### src/rtl/instr_loader_if.sv
// Byte-stream load channel for the instruction RAM.
// Source drives data/valid, the loader answers with ready.
interface instr_loader_if;
    logic [7:0] in_data;
    logic       in_valid;
    logic       in_ready;

    modport master (
        output in_data,
        output in_valid,
        input  in_ready
    );

    modport slave (
        input  in_data,
        input  in_valid,
        output in_ready
    );
endinterface

### src/rtl/instr_loader.sv
// Loadable instruction RAM for scpu: combinational fetch port plus a
// framed byte loader (HDR, LEN, data, XOR checksum) that holds the CPU in reset.
module instr_loader #(
    parameter int          ADDR_W = 4,
    parameter int          DATA_W = 8,
    parameter logic [7:0]  HDR    = 8'hA5
) (
    input  logic              clk,
    input  logic              rst,
    input  logic [ADDR_W-1:0] pc,
    output logic [DATA_W-1:0] instruction,
    instr_loader_if.slave     load,
    output logic              cpu_rst,
    output logic              busy,
    output logic              load_ok,
    output logic              load_err,
    output logic [ADDR_W:0]   words_loaded
);

    localparam int DEPTH = 1 << ADDR_W;

    typedef enum logic [2:0] {
        RUN,
        LEN,
        DATA,
        CSUM,
        DONE,
        ERR
    } state_t;

    state_t state;
    state_t state_nx;

    logic [DATA_W-1:0] mem [DEPTH];
    logic [ADDR_W:0]   count;
    logic [ADDR_W:0]   n;
    logic [7:0]        csum;

    logic accept;
    logic is_hdr;
    logic len_ok;
    logic last;

    assign instruction   = mem[pc];
    assign load.in_ready = (state != DONE);
    assign accept        = load.in_valid && load.in_ready;
    assign is_hdr        = (load.in_data == HDR);
    assign len_ok        = (load.in_data != 8'd0) &&
                           (32'(load.in_data) <= DEPTH);
    assign last          = (count == n - (ADDR_W+1)'(1));

    always_ff @(posedge clk) begin
        if (rst) begin
            state <= RUN;
        end else begin
            state <= state_nx;
        end
    end

    always_comb begin
        state_nx = state;
        unique case (state)
            RUN: begin
                if (accept && is_hdr) state_nx = LEN;
            end
            LEN: begin
                if (accept) state_nx = len_ok ? DATA : ERR;
            end
            DATA: begin
                if (accept && last) state_nx = CSUM;
            end
            CSUM: begin
                if (accept) state_nx = (load.in_data == csum) ? DONE : ERR;
            end
            DONE: begin
                state_nx = RUN;
            end
            ERR: begin
                if (accept && is_hdr) state_nx = LEN;
            end
            default: begin
                state_nx = RUN;
            end
        endcase
    end

    // cpu_rst/busy track the next state so they line up with the state register.
    always_ff @(posedge clk) begin
        if (rst) begin
            for (int i = 0; i < DEPTH; i++) mem[i] <= '0;
            count        <= '0;
            n            <= '0;
            csum         <= '0;
            cpu_rst      <= 1'b0;
            busy         <= 1'b0;
            load_ok      <= 1'b0;
            load_err     <= 1'b0;
            words_loaded <= '0;
        end else begin
            cpu_rst <= (state_nx != RUN);
            busy    <= (state_nx == LEN) || (state_nx == DATA) ||
                       (state_nx == CSUM) || (state_nx == DONE);
            if (accept) begin
                unique case (state)
                    RUN, ERR: begin
                        if (is_hdr) begin
                            load_ok  <= 1'b0;
                            load_err <= 1'b0;
                        end
                    end
                    LEN: begin
                        if (len_ok) begin
                            n     <= (ADDR_W+1)'(load.in_data);
                            count <= '0;
                            csum  <= '0;
                        end else begin
                            load_err <= 1'b1;
                        end
                    end
                    DATA: begin
                        mem[count[ADDR_W-1:0]] <= DATA_W'(load.in_data);
                        csum  <= csum ^ load.in_data;
                        count <= count + (ADDR_W+1)'(1);
                    end
                    CSUM: begin
                        if (load.in_data == csum) begin
                            load_ok      <= 1'b1;
                            words_loaded <= n;
                        end else begin
                            load_err <= 1'b1;
                        end
                    end
                    default: begin
                    end
                endcase
            end
        end
    end

endmodule

### src/flat_wrapper.sv
// flat-port wrapper written by rule: the top's interface ports become plain ports
module instr_loader_flat 
#(
    parameter int          ADDR_W = 4,
    parameter int          DATA_W = 8,
    parameter logic [7:0]  HDR    = 8'hA5
)
  (clk, rst, pc, instruction, cpu_rst, busy, load_ok, load_err, words_loaded, load_in_data, load_in_valid, load_in_ready);
  instr_loader_if load_i ();
  input  logic clk;
  input  logic rst;
  input  logic [ADDR_W-1:0] pc;
  output logic [DATA_W-1:0] instruction;
  output logic cpu_rst;
  output logic busy;
  output logic load_ok;
  output logic load_err;
  output logic [ADDR_W:0] words_loaded;
  input wire logic [$bits(load_i.in_data)-1:0] load_in_data;
  input wire logic [$bits(load_i.in_valid)-1:0] load_in_valid;
  output wire logic [$bits(load_i.in_ready)-1:0] load_in_ready;
  assign load_i.in_data = load_in_data;
  assign load_i.in_valid = load_in_valid;
  assign load_in_ready = load_i.in_ready;
  instr_loader #(.ADDR_W(ADDR_W), .DATA_W(DATA_W), .HDR(HDR)) u_core (.clk(clk), .rst(rst), .pc(pc), .instruction(instruction), .load(load_i), .cpu_rst(cpu_rst), .busy(busy), .load_ok(load_ok), .load_err(load_err), .words_loaded(words_loaded));
endmodule
### config.mk
export PLATFORM = sky130hd
export DESIGN_NAME = instr_loader_flat
export DESIGN_NICKNAME = d
export VERILOG_FILES = /design/src/rtl/instr_loader_if.sv /design/src/rtl/instr_loader.sv /design/src/flat_wrapper.sv
export SDC_FILE = /design/constraint.sdc
export NUM_CORES = 1
export LEC_CHECK = 0
export CAP_MARGIN = 20
export CELL_PAD_IN_SITES_DETAIL_PLACEMENT = 0
export CELL_PAD_IN_SITES_GLOBAL_PLACEMENT = 2
export CORE_ASPECT_RATIO = 2
export CORE_MARGIN = 4
export CORE_UTILIZATION = 43
export DETAILED_ROUTE_END_ITERATION = 16
export PLACE_DENSITY = 0.75
export SKIP_LAST_GASP = 1
export SYNTH_ARGS = -nofsm -noshare
export SYNTH_HDL_FRONTEND = slang
export SYNTH_SLANG_ARGS = --single-unit
export TNS_END_PERCENT = 100
### constraint.sdc
create_clock -name clk -period 2.5 [get_ports clk]
set_clock_uncertainty 0.1 [all_clocks]
set_input_delay 0.375 -clock clk [delete_from_list [all_inputs] [get_ports clk]]
set_output_delay 0.375 -clock clk [all_outputs]
set_load 0.03 [all_outputs]
==> results of run 1 <==
[sequential cells by signal, indices dropped and copies added (netlist names)]
register and cells:
u_core.n 5, u_core.state 3, u_core.cpu_rst 1, u_core.mem 128, u_core.count 5, u_core.load_ok 1
u_core.csum 8, u_core.words_loaded 5, u_core.load_err 1, u_core.busy 1
[power by group through the flow]
stage	combinational, W	sequential, W	clock (W)
2_1_floorplan	0.000267	0.00299	0
3_3_place_gp	0.000442	0.00305	0
3_5_place_dp	0.000451	0.00305	0
4_1_cts	0.000460	0.00299	0.00253
5_1_grt	0.000489	0.00299	0.00266
6_report	0.000459	0.00299	0.00249
[layer usage]
metal,vias up,part of all wire
met5,-,0
met2,106,0.59
li1,2176,-
met3,39,0.028
met4,0,0.046
met1,2298,0.34
[cells in the final DEF, fill, tap and decap left out, drive strengths merged, types with 2 or more instances in the layout]
| cell | n |
|---|---|
| buf | 76 |
| nand3 | 2 |
| a211oi | 2 |
| a31o | 2 |
| clkinv | 7 |
| or2 | 17 |
| edfxtp | 128 |
| clkbuf | 21 |
| nor4 | 5 |
| nand2b | 8 |
| mux4 | 40 |
| a2111o | 2 |
| clkdlybuf4s50 | 22 |
| a31oi | 2 |
| nand4bb | 2 |
| a21oi | 15 |
| inv | 9 |
| nand2 | 8 |
| mux2i | 11 |
| nor2b | 5 |
| ha | 5 |
| or3 | 2 |
| nand3b | 7 |
| nor2 | 40 |
| xor2 | 12 |
| nand4 | 4 |
| nor3 | 11 |
| o211ai | 2 |
| dfxtp | 30 |
| xnor2 | 3 |
| and2 | 128 |
| o21ai | 10 |
[per-stage QoR]
step | TNS [ns] | setup WS [ns]
after floorplan | 0 | 0.0317
after global placement | -5.84 | -0.511
after detailed placement | -7.39 | -0.521
after CTS | -0.0591 | -0.0187
after global routing | -0.0865 | -0.0282
final | -0.0107 | -0.0107
[final timing paths]
kind                                                          start                                  end  depth (start not counted)
worst min-delay path            u_core.words_loaded[1]$_SDFFE_PP0P_  u_core.words_loaded[1]$_SDFFE_PP0P_                          2
worst min register to register  u_core.words_loaded[1]$_SDFFE_PP0P_  u_core.words_loaded[1]$_SDFFE_PP0P_                          2
worst max register to register           u_core.state[2]$_SDFF_PP0_       u_core.mem[1][2]$_SDFFCE_PN0P_                          4
worst max-delay path                u_core.mem[12][6]$_SDFFCE_PN0P_                       instruction[6]                          3
[cell families (layout without fill, tap and decap cells)]
kind of cell,after synthesis,count (layout)
simple gates,243,243
flops,158,158
mux,51,51
buf+inv,42,137
compound gates,39,39
xor+xnor,15,15
fa+ha+maj,5,5
[worst min-delay path, stage by stage (launching register included)]
cell	delay [ns]
dfxtp_1	0.33
mux2i_1	0.07
nor2_1	0.07
[area by class of cell]
cell class                      instances  area (µm²)  area share
Tap cell                              210         263      0.0289
Clock inverter                         11        75.1     0.00825
Multi-Input combinational cell        353        2890       0.318
Inverter                                5        18.8     0.00206
Sequential cell                       158        4440       0.489
Timing Repair Buffer                  100         897      0.0986
Clock buffer                           21         503      0.0553
[what timing repair did]
action | CTS | global route
resized for setup | 53 | 6
setup endpoints to repair | 8 | 8
gates cloned | 1 | 0
pin swaps | 0 | 0
==> run_results.csv, run 1 <==
group,metric,value,unit
timing,slew_headroom,0.700,
layout,post-route-util,0.529,
logic_synthesis,synth-simple-area-share,0.191,
layout,area_delta_synth_final,21.0,%
timing,tightest_slew,0.449,ns
detailed_routing,first_pass_iters,4,
timing,slew_violations,0,
logic_synthesis,synth.avg_cell_area,13.6,µm²
clock_tree,cts_hold_buffers,0,
worst_setup_path,crit_type,"flop to primary output",
logic_synthesis,yosys-top-cells-area,"edfxtp_1 51%, mux4_2 12%, and2_1 11%",
logic_synthesis,ys_async_sr_fraction,0,
logic_synthesis,yosysTopAreaCellShare,0.511,
layout,finish.net_count,655,
layout,n_fill_cell,1471,
layout,drive_above_1_share,0.269,
timing,fin_crit,2.51,ns
worst_setup_path,crit_fanout,1,
die,ios,33,
global_route,overflow,0,
logic_synthesis,synthAdderAreaFrac,0.00832,
logic_synthesis,synth_fp_nets,573,
power_and_ir_drop,power.internal,0.00460,W
detailed_routing,ant_nets,0,
clock_tree,htree_levels,4,
timing,fmaxAchievable,0.398,GHz
clock_tree,clock-root-buffer,"clkbuf_16",
job,drv_cap,0,
clock_tree,clk_pin_slew,0.06,ns
placement,port_buffers,32,
die,die-area,0.0198,mm²
power_and_ir_drop,p_comb_frac,0.077,
clock_tree,clock_latency,0.42,ns
clock_tree,clk_path_buf_depth,2,
worst_setup_path,cpMaxStageDelayCell,"mux4_2",
worst_setup_path,worst_path_largest_cell_delay,0.50,ns
logic_synthesis,synth_mux_area_frac,0.135,
die,die_y,195,µm
detailed_routing,num_vias,4619,
logic_synthesis,synth_seq_cells,158,
timing,setup_ws,-0.0107,ns
logic_synthesis,synth-compound-area-share,0.0333,
timing,finalCritPeriodShare,1.00,
placement,gp_congestion,0.916,
power_and_ir_drop,power_density,653,mW/mm²
detailed_routing,drc,0,
global_route,grt-busiest-layer,"met2",
power_and_ir_drop,clkPwrFrac,0.419,
power_and_ir_drop,irDropWorstVdd,0.507,mV
logic_synthesis,synthXorXnorAreaFrac,0.0175,
logic_synthesis,synth_edf_count,128,
logic_synthesis,seq_area_frac_synth,0.591,
placement,dp.cells,825,
layout,fin_cells,858,
die,core_area,0.0172,mm²
global_route,antenna_found_initial,0,
die,dieWidth,101,µm
global_route,grt_pass1_vias,4861,
die,rows,68,
power_and_ir_drop,seq_power_share,0.503,
power_and_ir_drop,swShare,0.225,
logic_synthesis,syn_area,0.00752,mm²
global_route,grt_pass1_wl,30100,µm
timing,finalHoldViolCount,0,
logic_synthesis,yosysTopAreaCell,"edfxtp_1",
placement,postPlaceCellArea,0.00848,mm²
logic_synthesis,ys_top_cells_by_count,"128 x and2_1, 128 x edfxtp_1, 40 x mux4_2, 40 x nor2_1, 30 x dfxtp_1",
global_route,use_met2,0.403,
die,start_util,0.437,
global_route,grt_max_degree,30,
status,outcome,"complete, but fails checks",
logic_synthesis,synth_flop_cell,"edfxtp_1",
worst_setup_path,crit_path_end_kind,"primary output",
detailed_routing,drt-total-wl,19700,µm
timing,holdWs,0.398,ns
worst_setup_path,cp_data_arrival_time,2.04,ns
timing,setup_viol,1,
worst_setup_path,cpMostUsedCell,"mux4_2",
detailed_routing,post_drt_wl_per_cell,23.0,µm
worst_setup_path,crit_family,"multiplexers",
logic_synthesis,synthCells,553,
global_route,grtUsageMet1,0.219,
layout,final_cell_area,0.00909,mm²
power_and_ir_drop,leakagePower,3.35,nW
detailed_routing,drt_first_iter_violations,278,
worst_setup_path,path_cells,"mux4_2 > mux4_2 > buf_6",
placement,place_hpwl,15300,µm
clock_tree,clock_sinks,158,
worst_setup_path,worstPathRequired,2.03,ns
global_route,grt.met3_usage,0.0329,
worst_setup_path,regToRegSetupSlack,0.40,ns
logic_synthesis,synth_top_family_by_area,"simple AND/OR/NAND/NOR gates",
layout,num_antenna_cells,0,
clock_tree,cts_tree,"built",
clock_tree,postCtsSetupBuffers,0,
detailed_routing,viasPerCell,5.38,
power_and_ir_drop,p_switching,0.00134,W
logic_synthesis,ys_warn_count,0,
worst_setup_path,crit_path_start_kind,"flop",
status,violations,"setup timing",
logic_synthesis,ys_types,43,
min_path,hold_path_class,"flop to flop",
timing,grt_setup_unrepaired,"yes",
global_route,track_usage,0.213,
clock_tree,numCtsBuffers,17,
worst_setup_path,worst-path-buf-inv,1,
power_and_ir_drop,power,0.00594,W
Power figures use the tool's default switching activity.
==> run 2: changes to the inputs <==
--- a/config.mk
+++ b/config.mk
@@ -12,6 +12,7 @@
 export CORE_MARGIN = 4
 export CORE_UTILIZATION = 43
 export DETAILED_ROUTE_END_ITERATION = 16
+export HOLD_SLACK_MARGIN = 0.02
 export PLACE_DENSITY = 0.75
 export SKIP_LAST_GASP = 1
 export SYNTH_ARGS = -nofsm -noshare
==> results of run 2 <==
Same layout as run 1: the final DEF is identical, and so are final timing and power.
